<file path="src/rtl/rect_ctl.sv">
// Frame-rate rectangle position controller: tracks the mouse, falls under gravity on click.
// Define RECT_CTL_BOUNCE_EN to enable damped rebounds off the floor; otherwise floor hits come to rest.
module rect_ctl #(
    parameter int unsigned SCREEN_HEIGHT = 600,
    parameter int unsigned RECT_HEIGHT   = 64,
    parameter int unsigned GRAVITY       = 4,
    parameter int unsigned V_MIN         = 16
) (
    input  logic        pclk,
    input  logic        rst,
    input  logic        vsync_in,
    input  logic [11:0] mouse_xpos,
    input  logic [11:0] mouse_ypos,
    input  logic        mouse_left,
    output logic [11:0] xpos,
    output logic [11:0] ypos,
    output logic [1:0]  state
);
    localparam logic [11:0] YMAX    = 12'(SCREEN_HEIGHT - RECT_HEIGHT);
    localparam logic [15:0] YMAX_FX = {YMAX, 4'b0000};
    localparam logic [11:0] GRAV    = 12'(GRAVITY);
    localparam logic [11:0] VMIN    = 12'(V_MIN);

    typedef enum logic [1:0] {
        S_IDLE   = 2'd0,
        S_FALL   = 2'd1,
        S_BOUNCE = 2'd2,
        S_REST   = 2'd3
    } state_t;

    state_t      r_state;
    logic [11:0] r_xpos;
    logic [15:0] r_ypos_fx;
    logic [11:0] r_v;
    logic        r_vsync_d;
    logic        r_left_d;
    logic        r_pending;

    logic        w_tick;
    logic        w_press;
    logic        w_go;
    logic [11:0] w_ytrack;
    logic [16:0] w_sum;
    logic        w_floor;
    logic [12:0] w_vgrav;
    logic [11:0] w_vinc;
    logic [15:0] w_yup;
    logic [11:0] w_vr;
    logic        w_hit_bounce;

    assign w_tick   = vsync_in & ~r_vsync_d;
    assign w_press  = mouse_left & ~r_left_d;
    assign w_go     = w_press | r_pending;
    assign w_ytrack = (mouse_ypos > YMAX) ? YMAX : mouse_ypos;

    // Fall step uses the pre-update velocity; velocity saturates rather than wrapping.
    assign w_sum   = 17'(r_ypos_fx) + 17'(r_v);
    assign w_floor = (w_sum >= 17'(YMAX_FX));
    assign w_vgrav = 13'(r_v) + 13'(GRAV);
    assign w_vinc  = w_vgrav[12] ? 12'hFFF : w_vgrav[11:0];
    assign w_yup   = (r_ypos_fx >= 16'(r_v)) ? (r_ypos_fx - 16'(r_v)) : 16'd0;

`ifdef RECT_CTL_BOUNCE_EN
    assign w_vr         = r_v - (r_v >> 2);
    assign w_hit_bounce = (w_vr >= VMIN);
`else
    assign w_vr         = 12'd0;
    assign w_hit_bounce = 1'b0 & (VMIN != 12'd0);
`endif

    always_ff @(posedge pclk) begin
        if (rst) begin
            r_state   <= S_IDLE;
            r_xpos    <= 12'd0;
            r_ypos_fx <= 16'd0;
            r_v       <= 12'd0;
            r_vsync_d <= 1'b0;
            r_left_d  <= 1'b0;
            r_pending <= 1'b0;
        end else begin
            r_vsync_d <= vsync_in;
            r_left_d  <= mouse_left;
            if (w_tick) begin
                r_pending <= 1'b0;
                case (r_state)
                    S_IDLE: begin
                        r_xpos    <= mouse_xpos;
                        r_ypos_fx <= {w_ytrack, 4'b0000};
                        r_v       <= 12'd0;
                        if (w_go) r_state <= S_FALL;
                    end
                    S_FALL: begin
                        if (w_floor) begin
                            r_ypos_fx <= YMAX_FX;
                            if (w_hit_bounce) begin
                                r_state <= S_BOUNCE;
                                r_v     <= w_vr;
                            end else begin
                                r_state <= S_REST;
                                r_v     <= 12'd0;
                            end
                        end else begin
                            r_ypos_fx <= w_sum[15:0];
                            r_v       <= w_vinc;
                        end
                    end
                    S_BOUNCE: begin
                        r_ypos_fx <= w_yup;
                        if (r_v <= GRAV) begin
                            r_v     <= 12'd0;
                            r_state <= S_FALL;
                        end else begin
                            r_v <= r_v - GRAV;
                        end
                    end
                    S_REST: begin
                        if (w_go) r_state <= S_IDLE;
                    end
                    default: r_state <= S_IDLE;
                endcase
            end else if (w_press) begin
                r_pending <= 1'b1;
            end
        end
    end

    assign xpos  = r_xpos;
    assign ypos  = r_ypos_fx[15:4];
    assign state = r_state;

endmodule
</file>
<file path="config.mk">
export PLATFORM = sky130hd
export DESIGN_NAME = rect_ctl
export DESIGN_NICKNAME = d
export VERILOG_FILES = /design/src/rtl/rect_ctl.sv
export SDC_FILE = /design/constraint.sdc
export NUM_CORES = 1
export LEC_CHECK = 0
export BUFFER_PORTS_ARGS = -buffer_cell sky130_fd_sc_hd__clkbuf_2
export CAP_MARGIN = 20
export CELL_PAD_IN_SITES_DETAIL_PLACEMENT = 0
export CELL_PAD_IN_SITES_GLOBAL_PLACEMENT = 1
export CORE_ASPECT_RATIO = 1.2
export CORE_MARGIN = 2
export CORE_UTILIZATION = 39
export DETAILED_ROUTE_END_ITERATION = 16
export HOLD_SLACK_MARGIN = 0.1
export PLACE_DENSITY_LB_ADDON = 0.15
export SETUP_SLACK_MARGIN = 0.15
export SLEW_MARGIN = 0
export SYNTH_ARGS = -nofsm -noshare
export SYNTH_HDL_FRONTEND = slang
export SYNTH_SLANG_ARGS = --single-unit
</file>
<file path="constraint.sdc">
create_clock -name pclk -period 3.1 [get_ports pclk]
set_input_delay 0.62 -clock pclk [delete_from_list [all_inputs] [get_ports pclk]]
set_output_delay 0.62 -clock pclk [all_outputs]
set_load 0.02 [all_outputs]
</file>
== Word-level counts from Yosys, hierarchy flattened ==
Index checks and enable logic that the tools add are counted.

* Input port bits: 28
* Output and inout port bits: 26
* Register bits after elaboration: 45

* Reduce and logical (&&, ||, !) cells: 6
* Bitwise operators: 5
* Mux-type cells: 13
* Order comparisons: 4
* Equal/unequal tests: 7
* Add/sub/neg operators: 4

{| class="wikitable"
|+ Operator list
! cell !! number
|-
| $mux W12 || 4
|-
| $pmux W16 S3 || 1
|-
| $pmux W12 S3 || 1
|-
| $mux W16 || 2
|-
| $add A16 B12 Y17 || 1
|-
| $ge A17 B14 Y1 const B || 1
|-
| $ge A16 B12 Y1 || 1
|-
| $sub A16 B12 Y16 || 1
|-
| $add A12 B3 Y13 const B || 1
|-
| $gt A12 B10 Y1 const B || 1
|-
| $le A12 B3 Y1 const B || 1
|-
| $sub A12 B3 Y12 const B || 1
|-
| $mux W2 || 4
|-
| $ne A2 B2 Y1 const B || 4
|-
| $pmux W2 S4 || 1
|-
| $reduce_and A5 Y1 || 1
|-
| $eq A2 B2 Y1 const B || 2
|-
| $reduce_and A2 Y1 || 2
|-
| $reduce_bool A3 Y1 || 1
|-
| $and A1 B1 Y1 || 2
|-
| $eq A2 B1 Y1 const B || 1
|-
| $logic_not A2 Y1 || 1
|-
| $not A1 Y1 || 2
|-
| $reduce_or A2 Y1 || 1
|-
| $or A1 B1 Y1 || 1
|}

== Depth between registers and ports, before layout ==
* Word-level depth: 5
* Gate-level depth with buffers: 13
* Gate-level depth less buffers: 12

== Worst setup path after synthesis ==
No wires, ideal clock.

* Path kind: register to register
* Start point: reg r_v[2]
* End point: reg r_v[4]
* Setup time: 0.087 ns
* Required time: 3.013 ns
* Setup slack: -0.149 ns
* Stages on the path, launching flop included: 13
* Data arrival time: 3.163 ns
* Path buffers: 2
* Path through: dfxtp_1 -> clkbuf_1 -> inv_1 -> ha_1 -> nand2b_1 -> a2111o_1 -> a31o_1 -> a41oi_2 -> xor2_1 -> o41ai_4 -> buf_6 -> o211ai_1 -> a221oi_2

* Word-level cells in the longest chain between the ends: 4

{| class="wikitable"
|+ RTL lines
! item !! RTL line !! source
|-
| from (decl) || 34 || <nowiki>logic [11:0] r_v;</nowiki>
|-
| from (signal assigned) || 97 || <nowiki>r_v <= w_vr;</nowiki>
|-
| from (signal assigned) || 104 || <nowiki>r_v <= w_vinc;</nowiki>
|-
| from (signal assigned) || 113 || <nowiki>r_v <= r_v - GRAV;</nowiki>
|-
| $add A16 B12 Y17 or $add A12 B3 Y13 (tied branches) || 57, 59 ||
|-
| $ge A17 B14 Y1 or $mux W12 (tied branches) || 58, 60 ||
|-
| $mux W12 || 93 || <nowiki>if (w_floor) begin</nowiki>
|-
| $pmux W12 S3 * || 85 || <nowiki>case (r_state)</nowiki>
|}

Every way passes the cells marked *; elsewhere a longest branch is shown, timed or not.
A chain may end at the register's enable or synchronous reset.

== Final worst setup path ==
* Start point: reg r_ypos_fx[0]
* End point: reg r_ypos_fx[0]

* Word-level cells in the longest chain between the ends: 4

{| class="wikitable"
|+ RTL lines
! item !! RTL line !! source
|-
| from (decl) || 33 || <nowiki>logic [15:0] r_ypos_fx;</nowiki>
|-
| from (signal assigned) || 88 || <nowiki>r_ypos_fx <= {w_ytrack, 4'b0000};</nowiki>
|-
| from (signal assigned) || 103 || <nowiki>r_ypos_fx <= w_sum[15:0];</nowiki>
|-
| from (signal assigned) || 108 || <nowiki>r_ypos_fx <= w_yup;</nowiki>
|-
| $add A16 B12 Y17 || 57 || <nowiki>assign w_sum = 17'(r_ypos_fx) + 17'(r_v);</nowiki>
|-
| $ge A17 B14 Y1 || 58 || <nowiki>assign w_floor = (w_sum >= 17'(YMAX_FX));</nowiki>
|-
| $mux W16 || 93 ||
|-
| $pmux W16 S3 * || 85 ||
|}

Marked as above.

==> flow_summary_export.csv <==
group,metric,value,unit
power_and_ir_drop,ir_drop,0.217,mV
detailed_routing,routedWlPerCell,19.6,um
power_and_ir_drop,p_clk_share,29.0,%
synth,syn_inst,558,
setup_path,cp.required,3.29,ns
global_route,grt.total_usage,26.0,%
timing,relSlewSlack,44.8,%
detailed_routing,highest-signal-layer,"met4",
floorplan,core_area,0.0104,mm2
setup_path,end_kind,"register",
status,status,"finished clean",
final_layout,nNetsFinal,729,
detailed_routing,via_per_inst,5.93,
synth,avgSynthCellArea,7.42,um2
floorplan,placement_rows,41,
worst_hold_path,min_path_type,"reg -> reg",
timing,hold_viol,0,
setup_path,crit_fanout,7,
detailed_routing,drt-met1-wl,6.60,mm
synth,synth_compound_area_share,31.0,%
power_and_ir_drop,p_leak,2.38,nW
final_layout,area_delta_synth_final,36.3,%
synth,synthXorXnorAreaFrac,3.59,%
place,post-place-cells,760,
detailed_routing,ant_nets,0,
global_route,grt_pass1_wl,23.3,mm
detailed_routing,wirelength,15.6,mm
place,place_congestion,0.984,
clocking,path_clk_slew,0.07,ns
detailed_routing,drtIter0Drc,250,
floorplan,die_x,98.1,um
detailed_routing,first_pass_iters,5,
timing,finalCritPeriodShare,99.5,%
timing,post-route-min-period,3.09,ns
place,dpl_worst_slack,-0.0424,ns
synth,synth_top_family_by_area,"compound AO/OA/AOI/OAI gates",
final_layout,stdcell_count,797,
job,drv_cap,0,
synth,syn_area,0.00414,mm2
timing,fmax,0.324,GHz
floorplan,io-pin-count,54,
global_route,grt_max_degree,22,
timing,worst_slew_pin_slew,0.825,ns
global_route,antenna_found_initial,0,
setup_path,arrival,3.27,ns
power_and_ir_drop,power_density,395,mW/mm2
synth,syn-num-nets,620,
synth,synth_adder_area_share,10.6,%
power_and_ir_drop,swShare,37.1,%
global_route,grt_pass1_vias,4350,
place,port_buffers,53,
power_and_ir_drop,power_switching,828,uW
power_and_ir_drop,p_int,1.40,mW
clocking,clock_latency,0.30,ns
synth,synth-seq-cells,44,
synth,yosysWarnings,0,
timing,slew_violations,0,
synth,synthSimpleGateAreaFrac,24.1,%
setup_path,crit_type,"reg -> reg",
floorplan,die_h,117,um
synth,post_synth_num_cell_types,75,
floorplan,dieArea,0.0115,mm2
synth,ys.flop_type,"dfxtp_1",
timing,rsz0062_at_grt,"true",
detailed_routing,dr_wl_met3,847,um
clocking,cts_tree,"yes",
timing,holdWs,0.454,ns
place,hpwl,11.4,mm
synth,synthMuxAreaShare,0.513,%
floorplan,start_util,39.8,%
detailed_routing,drc,0,
clocking,cts_made_buffers,5,
synth,ys_seq_area_share,21.3,%
timing,setup_viol,0,
clocking,h-tree-depth,2,
detailed_routing,wl_met2,7.43,mm
power_and_ir_drop,pwr-share-seq,28.3,%
power_and_ir_drop,pwr-share-comb,42.7,%
detailed_routing,vias,4729,
setup_path,crit_path_start_kind,"register",
clocking,cts_sinks,44,
clocking,clock_path_buffers,2,
timing,skew,0.00789,ns
final_layout,drive_gt1_share,33.7,%
final_layout,antenna_cells,0,
synth,synth-edff-count,0,
timing,finalSetupTns,0,ns
global_route,gr-total-overflow,0,
clocking,root_buffer,"clkbuf_16",
timing,fin_ws,0.0144,ns
synth,synthArstFlopShare,0,%
-- power by group through the flow --
stage	logic (mW)	clock network, mW	registers, mW
after floorplan	0.475	0	0.652
after global placement	0.763	0	0.642
after detailed placement	0.770	0	0.643
after CTS	0.839	0.662	0.630
after global routing	1.02	0.677	0.637
final	0.951	0.648	0.631
-- final timing paths --
check,start,endpoint,slack [ns],cells past startpoint
hold reg to reg,xpos[5],xpos[5],0.45,2
setup reg to reg,r_ypos_fx[0],r_ypos_fx[0],0.01,14
setup / recovery,r_ypos_fx[0],r_ypos_fx[0],0.01,14
hold / removal,xpos[5],xpos[5],0.45,2
-- synthesized netlist by cell type, types with 4 or more instances --
master,n,area share [%]
nand3b_1,4,0.72
xnor2_1,11,2.3
xor2_1,6,1.3
buf_4,13,2.4
o21ai_0,26,3.1
a211oi_1,4,0.72
nand3_1,16,1.9
a21oi_1,52,6.3
nor4_1,8,1.2
o211ai_1,6,1.1
a21o_1,13,2.4
clkbuf_1,27,2.4
and3_1,8,1.2
o31ai_1,9,1.6
a31oi_1,16,2.4
o31a_1,4,0.85
and4_1,5,1.1
o21ai_1,5,0.60
nand2b_1,7,1.1
ha_1,32,9.7
nor2_1,37,3.4
nor2b_1,8,1.2
dfxtp_1,44,21
nand2_1,58,5.3
nand4_1,8,1.2
nor3_1,13,1.6
or3_1,8,1.2
o2111ai_1,4,0.85
inv_1,32,2.9
-- final cells by class --
| class | instances | area [um2] |
|---|---|---|
| sequential | 44 | 893 |
| tap | 129 | 161 |
| clock buffer | 5 | 125 |
| clock inverter | 3 | 46.3 |
| timing repair buffer | 149 | 1080 |
| inverter | 35 | 138 |
| multi-input combinational | 432 | 3200 |
| fill | 1006 | 4770 |
-- flip-flops by register name, summed over array words and instances, names as in the netlist --
register,cells
r_ypos_fx,16
xpos,12
r_v,11
state,2
r_left_d,1
r_pending,1
r_vsync_d,1
-- cells in the final DEF, fill, tap and decap left out, types with 6 or more instances in the layout --
cell       n
buf_4     85
nand2_1   58
clkbuf_2  53
a21oi_1   48
dfxtp_1   38
nor2_1    34
inv_1     27
o21ai_0   24
ha_1      24
a31oi_1   16
nand3_1   14
a21o_1    12
nor3_1    12
xnor2_1   11
o31ai_1    9
nand4_1    8
or3_1      8
nor2b_1    8
and3_1     7
nor4_1     7
inv_2      6
nand2b_1   6
o211ai_1   6
xor2_1     6
ha_4       6
buf_6      6
-- critical path, cell delays in order (launching register included) --
cell and delay, ns:
dfxtp_4 0.38, ha_4 0.15, fa_2 0.23, nand2b_4 0.06, a2111o_1 0.44, a31o_4 0.27
a41oi_2 0.21, xor2_1 0.09, buf_4 0.16, o41ai_4 0.22, buf_4 0.19, buf_12 0.14
buf_12 0.11, nand2_8 0.05, o31ai_1 0.26
-- cells by family after synthesis --
| kind of cell | count (synthesis) |
|---|---|
| buf+inv | 82 |
| xor+xnor | 17 |
| mux | 2 |
| compound gates | 184 |
| simple gates | 195 |
| flops | 44 |
| fa+ha+maj | 34 |
-- layer usage --
layer  global-route usage, %  vias up
met5                       0        -
li1                        -     2253
met2                    43.8      172
met1                    34.2     2262
met3                    2.55       42
met4                    11.2        0
-- per-stage QoR --
step / total power [mW] / cell area (um2) / utilization [%]
floorplan: 1.13 / 4180 / -
global placement: 1.40 / 4870 / 46.8
detailed placement: 1.41 / 4870 / 46.8
CTS: 2.13 / 5270 / 50.6
global route: 2.33 / 5650 / 54.2
finish: 2.23 / 5650 / 54.2
-- repair_timing --
action,4_1_cts,5_1_grt
pin swaps,6,30
endpoints found under the setup margin,28,29
setup buffers,9,19
hold buffers,0,0
gates resized for setup,21,49
gates cloned,1,0
Note: power is estimated with default switching activity, not from simulation.
